--- config.mk ---
export PLATFORM = sky130hd
export DESIGN_NAME = hazard_ctrl_flat
export DESIGN_NICKNAME = d
export VERILOG_FILES = /design/src/rtl/hazard_ctrl_if.sv /design/src/rtl/hazard_ctrl.sv /design/src/flat_wrapper.sv
export SDC_FILE = /design/constraint.sdc
export NUM_CORES = 1
export LEC_CHECK = 0
export ABC_AREA = 1
export ABC_CLOCK_PERIOD_IN_PS = 2000
export CORE_ASPECT_RATIO = 1.5
export CORE_MARGIN = 3
export CORE_UTILIZATION = 46
export CTS_CLUSTER_DIAMETER = 50
export DETAILED_ROUTE_END_ITERATION = 8
export GPL_ROUTABILITY_DRIVEN = 0
export PLACE_DENSITY_LB_ADDON = 0.15
export SLEW_MARGIN = 20
export SYNTH_ARGS = -nofsm -noshare
export SYNTH_HDL_FRONTEND = slang
export SYNTH_SLANG_ARGS = --single-unit
--- constraint.sdc ---
create_clock -name clk_i -period 2 [get_ports clk_i]
set_input_delay 0.4 -clock clk_i [delete_from_list [all_inputs] [get_ports clk_i]]
set_output_delay 0.4 -clock clk_i [all_outputs]
set_load 0.05 [all_outputs]
--- src/rtl/hazard_ctrl_if.sv ---
// hazard_ctrl_if: groups the hazard sequencer's pipeline-side signals.
//   master : pipeline side (drives hazard sources, consumes controls)
//   slave  : hazard_ctrl side
// Signals:
//   ifid_rs_i/ifid_rt_i  - source regs of the instruction in IF/ID
//   idex_memread_i       - ID/EX holds a load
//   idex_rt_i            - load destination reg in ID/EX
//   branch_taken_i       - branch resolved taken in ID
//   dmem_req_i           - MEM stage data access
//   dmem_ready_i         - data memory done this cycle
//   pc_write_o, ifid_write_o, if_flush_o, idex_bubble_o, exmem_hold_o
//                        - pipeline register controls
//   err_o                - sticky memory-timeout flag
//   stall_cnt_o          - stall cycle counter (HAZARD_PERF_CNT_EN only)
interface hazard_ctrl_if;
  logic [4:0]  ifid_rs_i;
  logic [4:0]  ifid_rt_i;
  logic        idex_memread_i;
  logic [4:0]  idex_rt_i;
  logic        branch_taken_i;
  logic        dmem_req_i;
  logic        dmem_ready_i;
  logic        pc_write_o;
  logic        ifid_write_o;
  logic        if_flush_o;
  logic        idex_bubble_o;
  logic        exmem_hold_o;
  logic        err_o;
`ifdef HAZARD_PERF_CNT_EN
  logic [31:0] stall_cnt_o;
`endif

  modport master (
    output ifid_rs_i, ifid_rt_i, idex_memread_i, idex_rt_i,
           branch_taken_i, dmem_req_i, dmem_ready_i,
    input  pc_write_o, ifid_write_o, if_flush_o, idex_bubble_o,
           exmem_hold_o, err_o
`ifdef HAZARD_PERF_CNT_EN
    , input stall_cnt_o
`endif
  );

  modport slave (
    input  ifid_rs_i, ifid_rt_i, idex_memread_i, idex_rt_i,
           branch_taken_i, dmem_req_i, dmem_ready_i,
    output pc_write_o, ifid_write_o, if_flush_o, idex_bubble_o,
           exmem_hold_o, err_o
`ifdef HAZARD_PERF_CNT_EN
    , output stall_cnt_o
`endif
  );
endinterface

--- src/rtl/hazard_ctrl.sv ---
// hazard_ctrl: pipeline hazard / stall sequencer for the 5-stage CPU.
// Resolves memory waits, taken-branch flushes and load-use hazards with
// fixed priority memstall > flush > loaduse. Outputs are Mealy.
// Ports:
//   clk_i - clock, rising edge
//   rst_i - synchronous reset, active high (forces a pipeline clear)
//   hz    - hazard_ctrl_if.slave, pipeline hazard sources and controls
// Parameters:
//   FLUSH_CYCLES - if_flush_o cycles per taken branch (1..3)
//   MEM_TIMEOUT  - max MEM_WAIT cycles before forced release (2..255)
// Optional build macro HAZARD_PERF_CNT_EN: adds a saturating 32-bit count
// of stall cycles (pc_write_o low, not in reset) on hz.stall_cnt_o.
module hazard_ctrl #(
  parameter int FLUSH_CYCLES = 1,
  parameter int MEM_TIMEOUT  = 16
) (
  input logic        clk_i,
  input logic        rst_i,
  hazard_ctrl_if.slave hz
);

  typedef enum logic [1:0] {RUN, FLUSH, MEM_WAIT} state_t;

  localparam logic [1:0] FLUSH_RELOAD = 2'(FLUSH_CYCLES - 1);
  localparam logic [7:0] WAIT_MAX     = 8'(MEM_TIMEOUT);

  state_t     state_q, state_d;
  logic [1:0] fcnt_q, fcnt_d;
  logic [7:0] wcnt_q, wcnt_d;
  logic       err_q, err_d;
  logic       memstall, loaduse;

  assign memstall = hz.dmem_req_i & ~hz.dmem_ready_i;
  assign loaduse  = hz.idex_memread_i & (hz.idex_rt_i != 5'd0) &
                    ((hz.idex_rt_i == hz.ifid_rs_i) | (hz.idex_rt_i == hz.ifid_rt_i));

  always_comb begin
    state_d          = state_q;
    fcnt_d           = fcnt_q;
    wcnt_d           = wcnt_q;
    err_d            = err_q;
    hz.pc_write_o    = 1'b1;
    hz.ifid_write_o  = 1'b1;
    hz.if_flush_o    = 1'b0;
    hz.idex_bubble_o = 1'b0;
    hz.exmem_hold_o  = 1'b0;

    case (state_q)
      RUN, FLUSH: begin
        if (memstall) begin
          // Freeze; fcnt is kept so an interrupted flush resumes later.
          hz.pc_write_o   = 1'b0;
          hz.ifid_write_o = 1'b0;
          hz.exmem_hold_o = 1'b1;
          state_d         = MEM_WAIT;
          wcnt_d          = 8'd1;
        end else if (state_q == FLUSH) begin
          // branch_taken_i and loaduse are both masked while flushing.
          hz.if_flush_o = 1'b1;
          if (fcnt_q <= 2'd1) begin
            fcnt_d  = 2'd0;
            state_d = RUN;
          end else begin
            fcnt_d = fcnt_q - 2'd1;
          end
        end else if (hz.branch_taken_i) begin
          // PC keeps loading so the branch target is fetched.
          hz.if_flush_o = 1'b1;
          if (FLUSH_CYCLES > 1) begin
            state_d = FLUSH;
            fcnt_d  = FLUSH_RELOAD;
          end
        end else if (loaduse) begin
          hz.pc_write_o    = 1'b0;
          hz.ifid_write_o  = 1'b0;
          hz.idex_bubble_o = 1'b1;
        end
      end
      MEM_WAIT: begin
        if (hz.dmem_ready_i || (wcnt_q == WAIT_MAX)) begin
          // Release (normal completion or forced on timeout).
          wcnt_d  = 8'd0;
          state_d = (fcnt_q != 2'd0) ? FLUSH : RUN;
          if (!hz.dmem_ready_i) err_d = 1'b1;
        end else begin
          hz.pc_write_o   = 1'b0;
          hz.ifid_write_o = 1'b0;
          hz.exmem_hold_o = 1'b1;
          wcnt_d          = wcnt_q + 8'd1;
        end
      end
      default: state_d = RUN;
    endcase

    // Reset clears the pipeline regardless of any hazard in progress.
    if (rst_i) begin
      hz.pc_write_o    = 1'b0;
      hz.ifid_write_o  = 1'b0;
      hz.if_flush_o    = 1'b1;
      hz.idex_bubble_o = 1'b1;
      hz.exmem_hold_o  = 1'b0;
    end
  end

  always_ff @(posedge clk_i) begin
    if (rst_i) begin
      state_q <= RUN;
      fcnt_q  <= 2'd0;
      wcnt_q  <= 8'd0;
      err_q   <= 1'b0;
    end else begin
      state_q <= state_d;
      fcnt_q  <= fcnt_d;
      wcnt_q  <= wcnt_d;
      err_q   <= err_d;
    end
  end

  assign hz.err_o = err_q;

`ifdef HAZARD_PERF_CNT_EN
  logic [31:0] stall_cnt_q;

  always_ff @(posedge clk_i) begin
    if (rst_i)
      stall_cnt_q <= 32'd0;
    else if (!hz.pc_write_o && (stall_cnt_q != 32'hFFFF_FFFF))
      stall_cnt_q <= stall_cnt_q + 32'd1;
  end

  assign hz.stall_cnt_o = stall_cnt_q;
`endif

endmodule

--- src/flat_wrapper.sv ---
// flat-port wrapper written by rule: the top's interface ports become plain ports
module hazard_ctrl_flat 
#(
  parameter int FLUSH_CYCLES = 1,
  parameter int MEM_TIMEOUT  = 16
)
  (clk_i, rst_i, hz_ifid_rs_i, hz_ifid_rt_i, hz_idex_memread_i, hz_idex_rt_i, hz_branch_taken_i, hz_dmem_req_i, hz_dmem_ready_i, hz_pc_write_o, hz_ifid_write_o, hz_if_flush_o, hz_idex_bubble_o, hz_exmem_hold_o, hz_err_o);
  hazard_ctrl_if hz_i ();
  input logic clk_i;
  input logic rst_i;
  input wire logic [$bits(hz_i.ifid_rs_i)-1:0] hz_ifid_rs_i;
  input wire logic [$bits(hz_i.ifid_rt_i)-1:0] hz_ifid_rt_i;
  input wire logic [$bits(hz_i.idex_memread_i)-1:0] hz_idex_memread_i;
  input wire logic [$bits(hz_i.idex_rt_i)-1:0] hz_idex_rt_i;
  input wire logic [$bits(hz_i.branch_taken_i)-1:0] hz_branch_taken_i;
  input wire logic [$bits(hz_i.dmem_req_i)-1:0] hz_dmem_req_i;
  input wire logic [$bits(hz_i.dmem_ready_i)-1:0] hz_dmem_ready_i;
  output wire logic [$bits(hz_i.pc_write_o)-1:0] hz_pc_write_o;
  output wire logic [$bits(hz_i.ifid_write_o)-1:0] hz_ifid_write_o;
  output wire logic [$bits(hz_i.if_flush_o)-1:0] hz_if_flush_o;
  output wire logic [$bits(hz_i.idex_bubble_o)-1:0] hz_idex_bubble_o;
  output wire logic [$bits(hz_i.exmem_hold_o)-1:0] hz_exmem_hold_o;
  output wire logic [$bits(hz_i.err_o)-1:0] hz_err_o;
  assign hz_i.ifid_rs_i = hz_ifid_rs_i;
  assign hz_i.ifid_rt_i = hz_ifid_rt_i;
  assign hz_i.idex_memread_i = hz_idex_memread_i;
  assign hz_i.idex_rt_i = hz_idex_rt_i;
  assign hz_i.branch_taken_i = hz_branch_taken_i;
  assign hz_i.dmem_req_i = hz_dmem_req_i;
  assign hz_i.dmem_ready_i = hz_dmem_ready_i;
  assign hz_pc_write_o = hz_i.pc_write_o;
  assign hz_ifid_write_o = hz_i.ifid_write_o;
  assign hz_if_flush_o = hz_i.if_flush_o;
  assign hz_idex_bubble_o = hz_i.idex_bubble_o;
  assign hz_exmem_hold_o = hz_i.exmem_hold_o;
  assign hz_err_o = hz_i.err_o;
  hazard_ctrl #(.FLUSH_CYCLES(FLUSH_CYCLES), .MEM_TIMEOUT(MEM_TIMEOUT)) u_core (.clk_i(clk_i), .rst_i(rst_i), .hz(hz_i));
endmodule
== Word-level counts from Yosys, hierarchy flattened ==
Cells that the tools add are included.

* $add $sub $neg: 2
* $lt $le $gt $ge: 1
* Eq/ne operators: 9
* Mux-type cells: 32
* Bitwise logic cells: 6
* Reduce and logical (&&, ||, !) cells: 10

{| class="wikitable"
|+ Operators by type and width
! kind !! count
|-
| 2-to-1 mux 1 bit || 21
|-
| 2-to-1 mux 8 bit || 2
|-
| one-hot mux 8 bit (2 select lines) || 1
|-
| == test 5 bit || 2
|-
| 2-to-1 mux 2 bit || 5
|-
| AND reduction 3 bit || 3
|-
| adder 8 x 1 -> 8 bit, second input constant || 1
|-
| == test 8 x 5 -> 1 bit, second input constant || 1
|-
| inequality test 3 x 1 -> 1 bit, second input constant || 2
|-
| nonzero test 5 bit || 1
|-
| inequality test 2 x 1 -> 1 bit, second input constant || 2
|-
| one-hot mux 1 bit (2 select lines) || 2
|-
| one-hot mux 2 bit (2 select lines) || 1
|-
| nonzero test 2 bit || 2
|-
| AND 1 bit || 3
|-
| == test 2 x 1 -> 1 bit, second input constant || 1
|-
| == test 2 bit, second input constant || 1
|-
| less-or-equal comparator 2 x 1 -> 1 bit, second input constant || 1
|-
| logical NOT 2 bit || 1
|-
| NOT 1 bit || 2
|-
| AND reduction 2 bit || 1
|-
| OR reduction 2 bit || 1
|-
| subtractor 2 x 1 -> 2 bit, second input constant || 1
|-
| logical OR 1 bit || 1
|-
| OR 1 bit || 1
|}

* Register bits: 13
* Input port bits: 21
* Output and inout port bits: 6
* Logic and storage cells: 64

== Logic depth before layout (Yosys ltp) ==
Gate-level depths: netlist of run 1.

* Depth in word-level cells: 9
* Depth in mapped cells: 10
* Mapped depth without buffers: 9

== Least setup slack after synthesis of run 1 ==
OpenSTA, ideal clock, no wires.

* Kind: register -> output
* Start: register u_core.wcnt_q[0]
* End: output hz_pc_write_o
* Arrival: 2.080 ns
* Data required time: 1.600 ns
* Path slack: -0.480 ns
* Stages on the path, launching flop included: 10
* Path buffers: 1
* Cell sequence: dfxtp_1 -> inv_1 -> ha_1 -> nand3_1 -> nor2_1 -> nor2_2 -> inv_1 -> o21ai_0 -> a21oi_1 -> buf_4

* Longest elaborated chain between the ends: 5

{| class="wikitable"
|+ RTL lines
! what !! line !! source
|-
| from (decl) || hazard_ctrl.sv:29 || <nowiki>logic [7:0] wcnt_q, wcnt_d;</nowiki>
|-
| from (signal assigned) || hazard_ctrl.sv:114 || <nowiki>wcnt_q <= wcnt_d;</nowiki>
|-
| == test 8 x 5 -> 1 bit || hazard_ctrl.sv:80 || <nowiki>if (hz.dmem_ready_i || (wcnt_q == WAIT_MAX)) begin</nowiki>
|-
| logical OR 1 bit || hazard_ctrl.sv:80 ||
|-
| 2-to-1 mux 1 bit || -- ||
|-
| one-hot mux 1 bit (2 select lines) || -- ||
|-
| 2-to-1 mux 1 bit || -- ||
|-
| to (decl) || flat_wrapper.sv:18 || <nowiki>output wire logic [$bits(hz_i.pc_write_o)-1:0] hz_pc_write_o;</nowiki>
|}

No other way between the ends.

== Worst setup path after layout of run 1 ==
* Start: register u_core.wcnt_q[1]
* End: output hz_pc_write_o

* Longest elaborated chain between the ends: 5

{| class="wikitable"
|+ RTL lines
! what !! line !! source
|-
| == test 8 x 5 -> 1 bit || hazard_ctrl.sv:80 ||
|-
| logical OR 1 bit || hazard_ctrl.sv:80 ||
|-
| 2-to-1 mux 1 bit || hazard_ctrl.sv:80 ||
|-
| one-hot mux 1 bit (2 select lines) || hazard_ctrl.sv:48 || <nowiki>case (state_q)</nowiki>
|-
| 2-to-1 mux 1 bit || hazard_ctrl.sv:96 || <nowiki>if (rst_i) begin</nowiki>
|}

No other way between the ends.

==> impl_metrics.ini, run 1 <==
[run_status]
outcome = finished with violations
violations = negative setup slack

[yosys]
netlist_area_um2 = 917.1
yosysUniqueCellTypes = 24
postSynthAreaPerCell_um2 = 5.917
syn_nets = 178
netlist_instances = 155
yosys_warnings = 0
synth.top_cells.by_area = dfxtp_1, nand2_1, inv_1, nor2_1, nand3_1
ys_seq_elements = 13
synth_top_area_cell = dfxtp_1
synth_top_area_frac = 0.2838
yosysSeqAreaShare = 0.2838

[hold_path]
hold_class = reg -> reg
hold_depth = 2

[setup_path]
r2r_setup_slack_ps = 580
timing_worst_setup_path_type = reg -> out
start_kind = flop
r2r_cells = 10
arrival_ps = 1600
worstPathRequired_ps = 1600
end_kind = primary output
path_max_fanout = 3

[route]
antenna_left = 0
vias = 1075
drc = 0
avgViaCountPerCell = 5.071
first_iter_violations = 31
wirelength_um = 2422
wl_per_cell_um = 11.42
dr.pass1.iters = 4

[floorplan]
num_io_pins = 27
rows = 19
die_h_um = 60.69
dieArea_mm2 = 0.002576
start_util = 0.4946
core-area_mm2 = 0.001854
die_w_um = 42.46

[clocking]
clock_path_buffers = 2
clk_latency_ps = 280
cts_tree = yes
root_buffer = clkbuf_4
cts.sinks = 13
cts_made_buffers = 3
cts_max_level = 1
clk_pin_slew_worst_paths_ps = 80

[sta]
finalMaxSlewViolations = 0
maxSlewHeadroom = 0.6753
fin_crit_ps = 2003
fin_ws_ps = -2.977
worstMarginPinSlew_ps = 485.6
finClkSkew_ps = 12.35
setup_violations = 1
finalCritPeriodShare = 1.001
finalHoldViolCount = 0
max_freq_mhz = 499.3
rsz0062_at_grt = yes

[grt]
grt.total_usage = 0.1909
antenna_found_initial = 0
grt_max_degree = 8
grt_pass1_wl_um = 3795
gr-total-overflow = 0
grt_pass1_vias = 1000

[final_layout]
regArea_um2 = 265.3
final_cell_area_mm2 = 0.001364
areaGrowthSynthToFinish_pct = 48.70
fill_cells = 153
multiInputGateArea_um2 = 584.3
final_common_cell = nand2_1
nets = 215
diodes = 0
layout_common_cells = nand2_1, inv_1, nor2_1
final_core_util = 0.7355
drive_above_1_share = 0.2356

[place]
dp_hpwl_um = 1784
port_buffers = 26
dpl_cell_area_mm2 = 0.001301

[power]
ir_drop_mv = 0.4877
powerDensity_mw_per_mm2 = 460.8
leakage_nw = 0.6432

[flow_run]
maxCapViolations = 0
[final cells by class]
class	count	share of cell area
Multi-Input combinational cell	111	0.4284
Timing Repair Buffer	34	0.2587
Sequential cell	13	0.1945
Inverter	29	0.07982
Clock buffer	4	0.01927
Tap cell	21	0.01927
[cells in the mapped netlist]
master	number
buf_4	1
xnor2_1	3
nand3b_1	1
o21ai_0	6
xor2_1	1
inv_2	2
nor3_2	1
ha_1	2
nand2_1	44
inv_1	26
clkinv_1	1
o2111a_1	1
dfxtp_1	13
o31ai_1	1
o21bai_1	1
nor2_1	22
nor2_2	4
buf_2	1
or2_2	1
a21oi_1	9
nand3_2	1
nand3_1	10
nand2_2	2
o21ai_1	1
[report_power, final]
group,total [mW],switching (mW),leakage (nW),internal (mW)
combinational,0.199,0.106,0.522,0.0932
sequential,0.266,0.00431,0.106,0.262
clock,0.163,0.0858,0.0150,0.0775
total,0.628,0.196,0.643,0.433
[critical path, cell delays in order, from the launching register on]
cell     delay [ps]
dfxtp_4         360
inv_2            70
ha_4            130
nand3_2          80
nor2_2          130
nor2_2           50
inv_2            60
o21ai_2          60
a21oi_4         230
buf_12          170
[state kept, by name, indices dropped and copies added (netlist names)]
signal and count:
u_core.fcnt_q 2, u_core.hz.err_o 1, u_core.state_q 2, u_core.wcnt_q 8
[per-stage QoR]
step	total power [mW]	instances	setup WS [ps]	setup TNS, ps	hold slack (ps)
final	0.6285	212	-2.977	-2.977	455.5
after global routing	0.6535	212	-84.82	-239.8	484.4
after CTS	0.6243	210	7.030	0	459.4
after floorplan	0.3675	155	-18.59	-18.59	457.2
after detailed placement	0.4678	206	-255.8	-645.3	446.7
after global placement	0.4642	206	-222.5	-545.4	440.7
[path summary, 6_finish.rpt]
path / start / to
worst max-delay path: u_core.wcnt_q[1] / hz_pc_write_o
worst min-delay path: u_core.hz.err_o / u_core.hz.err_o
worst max register to register: u_core.wcnt_q[0] / u_core.wcnt_q[5]
worst min register to register: u_core.hz.err_o / u_core.hz.err_o
[logic make-up (layout without fill, tap and decap cells)]
| kind of cell | Yosys count | after routing | synth area share |
|---|---|---|---|
| adders and majority gates | 2 | 2 | 0.02728 |
| AOI/OAI and AO/OA | 19 | 19 | 0.1160 |
| and+or+nand+nor | 86 | 86 | 0.4025 |
| xor gates and xnor gates | 4 | 4 | 0.03821 |
| buffers and inverters | 31 | 67 | 0.1323 |
| DFF | 13 | 13 | 0.2838 |
[per-layer routing]
metal  part of all wire  vias up  GRT usage
met3              0.071        8    0.02374
met5                  0        -          0
met1               0.37      484     0.1989
met2               0.52       40     0.3508
li1                   -      543          -
met4              0.037        0     0.1378
[what timing repair did]
| item | 4_1_cts | 5_1_grt |
|---|---|---|
| pin swaps | 10 | 4 |
| hold buffers | 0 | 0 |
| buffers inserted | 0 | 2 |
| resized for setup | 32 | 7 |
| endpoints found under the setup margin | 4 | 5 |
Note: power is estimated with default switching activity, not from simulation.
==> run 2: changes to the inputs <==
Settings changed: SETUP_SLACK_MARGIN set to 0.3.
==> run 2 against run 1 <==
  * The flow now finishes without violations
  * Largest power group unchanged
  * Critical path depth increased by 2
  * Global-route usage rose by 3.8 points
  * Largest cell class unchanged
  * Die area is the same
  * Non-clock buffer count is 9 higher
  * Clock power hardly changed
  * Maximum frequency rose by 1.9%
  * Utilization grew 7.8 points
  * Worst setup slack gained 37 ps
  * Combinational power increased by 17%
  * Register-to-register slack worse by 210 ps
==> impl_metrics.ini, run 2 (same netlist as run 1, synthesis figures left out) <==
[final_layout]
multiInputGateArea_um2 = 663.1
largestRegisters = u_core.wcnt_q (8), u_core.fcnt_q (2), u_core.state_q (2)
diodes = 0
final_common_cell = nand2_1
regArea_um2 = 269.0
nets = 224
regMostFlops = u_core.wcnt_q
final_core_util = 0.8138
areaGrowthSynthToFinish_pct = 64.53
largest_reg_flops = 8
layout_common_cells = nand2_1, inv_1, nor2_1, buf_4, dlygate4sd2_1
fill_cells = 123
final_cell_area_mm2 = 0.001509
drive_above_1_share = 0.3550

[grt]
grt_pass1_wl_um = 4491
grt_max_degree = 8
antenna_found_initial = 0
grt_pass1_vias = 1070
grt.total_usage = 0.2288
gr-total-overflow = 0

[clocking]
clock_path_buffers = 2
cts_hold_buf = 0
clk_pin_slew_worst_paths_ps = 80
root_buffer = clkbuf_4
cts_made_buffers = 3
cts.sinks = 13
clk_latency_ps = 280
cts_max_level = 1
cts_tree = yes

[route]
first_iter_violations = 31
vias = 1136
wirelength_um = 2828
wl_per_cell_um = 12.80
highest_layer = met4
dr.pass1.iters = 4
antenna_left = 0
drc = 0
avgViaCountPerCell = 5.140
m1WireLength_um = 1062
wl_met2_um = 1508
wl_met3_um = 168

[floorplan]
die_h_um = 60.69
rows = 19
core-area_mm2 = 0.001854
num_io_pins = 27
start_util = 0.4946
die_w_um = 42.46
dieArea_mm2 = 0.002576

[setup_path]
worstSetupStartpoint = hz_ifid_rs_i[4]
worstPathRequired_ps = 1600
start_kind = input port
timing_worst_setup_path_type = in -> out
cpMostUsedCell = nand2_2
arrival_ps = 1570
path_max_fanout = 2
cp_cell_sequence = dlygate4sd2_1, inv_1, nand2_1, nand2_1, nor2_1, nand3_2, nand2_2, nand2_2, nand2_2, a21oi_4, buf_12
end_kind = primary output
r2r_start = u_core.wcnt_q[0]
slowest_stage = dlygate4sd2_1
slowest_delay_ps = 250

[hold_path]
min_from = u_core.hz.err_o
hold_class = reg -> reg

[sta]
worst_hold_slack_ps = 455.7
fin_ws_ps = 33.74
max_freq_mhz = 508.6
maxSlewHeadroom = 0.6727
rsz0062_at_grt = yes
finalMaxSlewViolations = 0
finClkSkew_ps = 7.819
setup_violations = 0
finalCritPeriodShare = 0.9831
finalHoldViolCount = 0
fin_crit_ps = 1966
worstMarginPinSlew_ps = 492.9

[power]
powerDensity_mw_per_mm2 = 436.7
ir_drop_mv = 0.4987
leakage_nw = 0.7075

[place]
port_buffers = 26
pre_cts_slack_ps = -250.9
dpl_cell_area_mm2 = 0.001330
dp_hpwl_um = 1869

[run_status]
outcome = completed

[flow_run]
maxCapViolations = 0
run 2: timing repair:
item | 4_1_cts | 5_1_grt
setup endpoints to repair | 6 | 5
setup buffers | 8 | 1
pin swaps | 25 | 13
hold endpoints to repair | 0 | 0
resized for setup | 60 | 11
run 2: metal layers:
layer	track usage	up-vias
li1	-	564
met1	0.2270	518
met2	0.4510	43
met3	0.04451	11
met4	0.1067	0
met5	0	-
run 2: critical path: cells and delay by family:
kind                   cells  cell delay, ps
and+or+nand+nor            7             480
buffers and inverters      3             460
AOI/OAI and AO/OA          1             210
run 2: final cells by class:
| cell class | instances | area share |
|---|---|---|
| sequential | 13 | 0.1783 |
| multi-input combinational | 111 | 0.4395 |
| inverter | 29 | 0.07214 |
| clock buffer | 4 | 0.01741 |
| timing repair buffer | 43 | 0.2753 |
| tap | 21 | 0.01741 |
run 2: final timing paths:
path | slack [ps] | end | cells after the start
worst max-delay path | 30 | hz_pc_write_o | 11
worst min-delay path | 460 | u_core.hz.err_o | 2
worst max register to register | 370 | u_core.wcnt_q[5] | 12
worst min register to register | 460 | u_core.hz.err_o | 2
run 2: metrics by stage:
step	cells	power (mW)	setup TNS (ps)
floorplan	155	0.3731	0
global placement	208	0.4716	-519.1
detailed placement	208	0.4757	-686.8
global route	221	0.6859	-49.94
CTS	220	0.6474	0
finish	221	0.6590	0
run 2: report_power, final:
group,internal (mW),switching (mW)
clock network,0.0775,0.0829
registers,0.263,0.00340
logic,0.108,0.125
total,0.448,0.211
==> run 3: changes to the inputs <==
Settings changed: CORE_ASPECT_RATIO 1.5 to 1.25.
==> run 3 against run 2 <==
  * Worst hold slack worse by 5.9 ps
  * First-iteration DRC count up 6.5%
  * Die area down 0.30%
  * Clock power up 2%
  * Utilization up 0.77 points
  * Non-clock buffer count up 2
  * Cell count unchanged
  * Clock-buffer cell count unchanged
  * Maximum frequency up 0.47%
  * Total power up 1.3%
  * Sequential share of layout area about the same
  * Combinational power up 2%
==> impl_metrics.ini, run 3 (same netlist as run 1, synthesis figures left out) <==
[power]
powerDensity_mw_per_mm2 = 444.1
ir_drop_mv = 0.4402
leakage_nw = 0.7258
power_uw = 667.4

[place]
port_buffers = 26
placed_cells = 204
pre_cts_slack_ps = -203.2
dp_hpwl_um = 1918

[sta]
finalHoldViolCount = 0
finClkSkew_ps = 1.661
fin_crit_ps = 1957
fin_ws_ps = 42.97
finalMaxSlewViolations = 0
finalCritPeriodShare = 0.9785
setup_violations = 0
maxSlewHeadroom = 0.6791
rsz0062_at_grt = yes
worstMarginPinSlew_ps = 483.2
max_freq_mhz = 511.0
fin_setup_tns_ps = 0

[final_layout]
largest_reg_flops = 8
nets = 226
areaGrowthSynthToFinish_pct = 63.85
diodes = 0
largestRegisters = u_core.wcnt_q (8), u_core.fcnt_q (2), u_core.state_q (2)
finalNonFillerCells = 221
fill_cells = 119
drive_above_1_share = 0.3911
regMostFlops = u_core.wcnt_q
final_core_util = 0.8215
final_common_cell = nand2_1
layout_common_cells = nand2_1, inv_1, buf_4

[route]
avgViaCountPerCell = 5.154
dr.pass1.iters = 4
vias = 1139
wl_per_cell_um = 13.21
first_iter_violations = 33
drc = 0
wirelength_um = 2919
antenna_left = 0

[grt]
grt_max_degree = 9
grt_use_met1 = 0.2367
grt.total_usage = 0.2379
grt_util_met3 = 0.03883
use_met2 = 0.4311
busiest_layer = met2
grt_pass1_vias = 1098
antenna_found_initial = 0
grt_pass1_wl_um = 4554
gr-total-overflow = 0

[setup_path]
slowest_stage = dfxtp_2
worstPathRequired_ps = 1600
timing_worst_setup_path_type = reg -> out
path_max_fanout = 2
end_kind = primary output
slowest_delay_ps = 330
cp_cell_sequence = inv_2, ha_4, nand3_2, nor2_2, nor2_2, inv_2, o21ai_4, a21oi_4, buf_12
arrival_ps = 1560
start_kind = flop

[floorplan]
start_util = 0.5014
num_io_pins = 27
core-area_mm2 = 0.001829
rows = 17
dieArea_mm2 = 0.002569
die_h_um = 55.92
die_w_um = 45.94

[clocking]
clock_path_buffers = 2
cts_hold_buf = 0
clk_latency_ps = 280
cts_tree = yes
root_buffer = clkbuf_4
cts.sinks = 13
cts_made_buffers = 3
cts_max_level = 1
clk_pin_slew_worst_paths_ps = 80

[flow_run]
maxCapViolations = 0

[run_status]
outcome = completed

[hold_path]
hold_class = reg -> reg
[run 3: cell type report]
cell class / instances / area (um^2) / area share
multi-input combinational: 111 / 653.1 / 0.4346
timing repair buffer: 45 / 422.9 / 0.2814
sequential: 13 / 267.8 / 0.1782
inverter: 29 / 108.9 / 0.07244
clock buffer: 4 / 26.28 / 0.01749
tap: 19 / 23.77 / 0.01582
[run 3: report_power, final]
group | internal (mW) | switching, mW | leakage [nW]
Sequential | 0.262 | 0.00323 | 0.107
Clock | 0.0776 | 0.0867 | 0.0150
Combinational | 0.111 | 0.126 | 0.604
[run 3: path summary, 6_finish.rpt]
kind | from | end | slack [ps] | depth (start not counted)
max | u_core.wcnt_q[0] | hz_pc_write_o | 40 | 9
min | u_core.hz.err_o | u_core.hz.err_o | 450 | 2
max reg2reg | u_core.wcnt_q[0] | u_core.wcnt_q[5] | 450 | 11
min reg2reg | u_core.hz.err_o | u_core.hz.err_o | 450 | 2
[run 3: per-layer routing]
layer | vias to the layer above | share of wire
li1 | 569 | -
met1 | 514 | 0.37
met2 | 45 | 0.55
met3 | 11 | 0.045
met4 | 0 | 0.033
met5 | - | 0
[run 3: what timing repair did]
action                                  4_1_cts  5_1_grt
endpoints found under the setup margin        6        5
gates resized for setup                      55       30
pin swaps                                    13       17
buffers inserted                              7        6
[run 3: through the flow]
stage                     hold slack (ps)  area [um^2]
after CTS                           452.5         1445
final                               449.8         1503
after detailed placement            444.0         1313
after global routing                471.1         1503
after global placement              436.4         1313
after floorplan                     457.2        949.7
[run 3: worst max-delay path, delay by kind of cell, from the launching register on]
family / cells / cell delay [ps]
buf+inv: 3 / 310
compound gates: 2 / 250
flops: 1 / 330
fa+ha+maj: 1 / 130
simple gates: 3 / 250
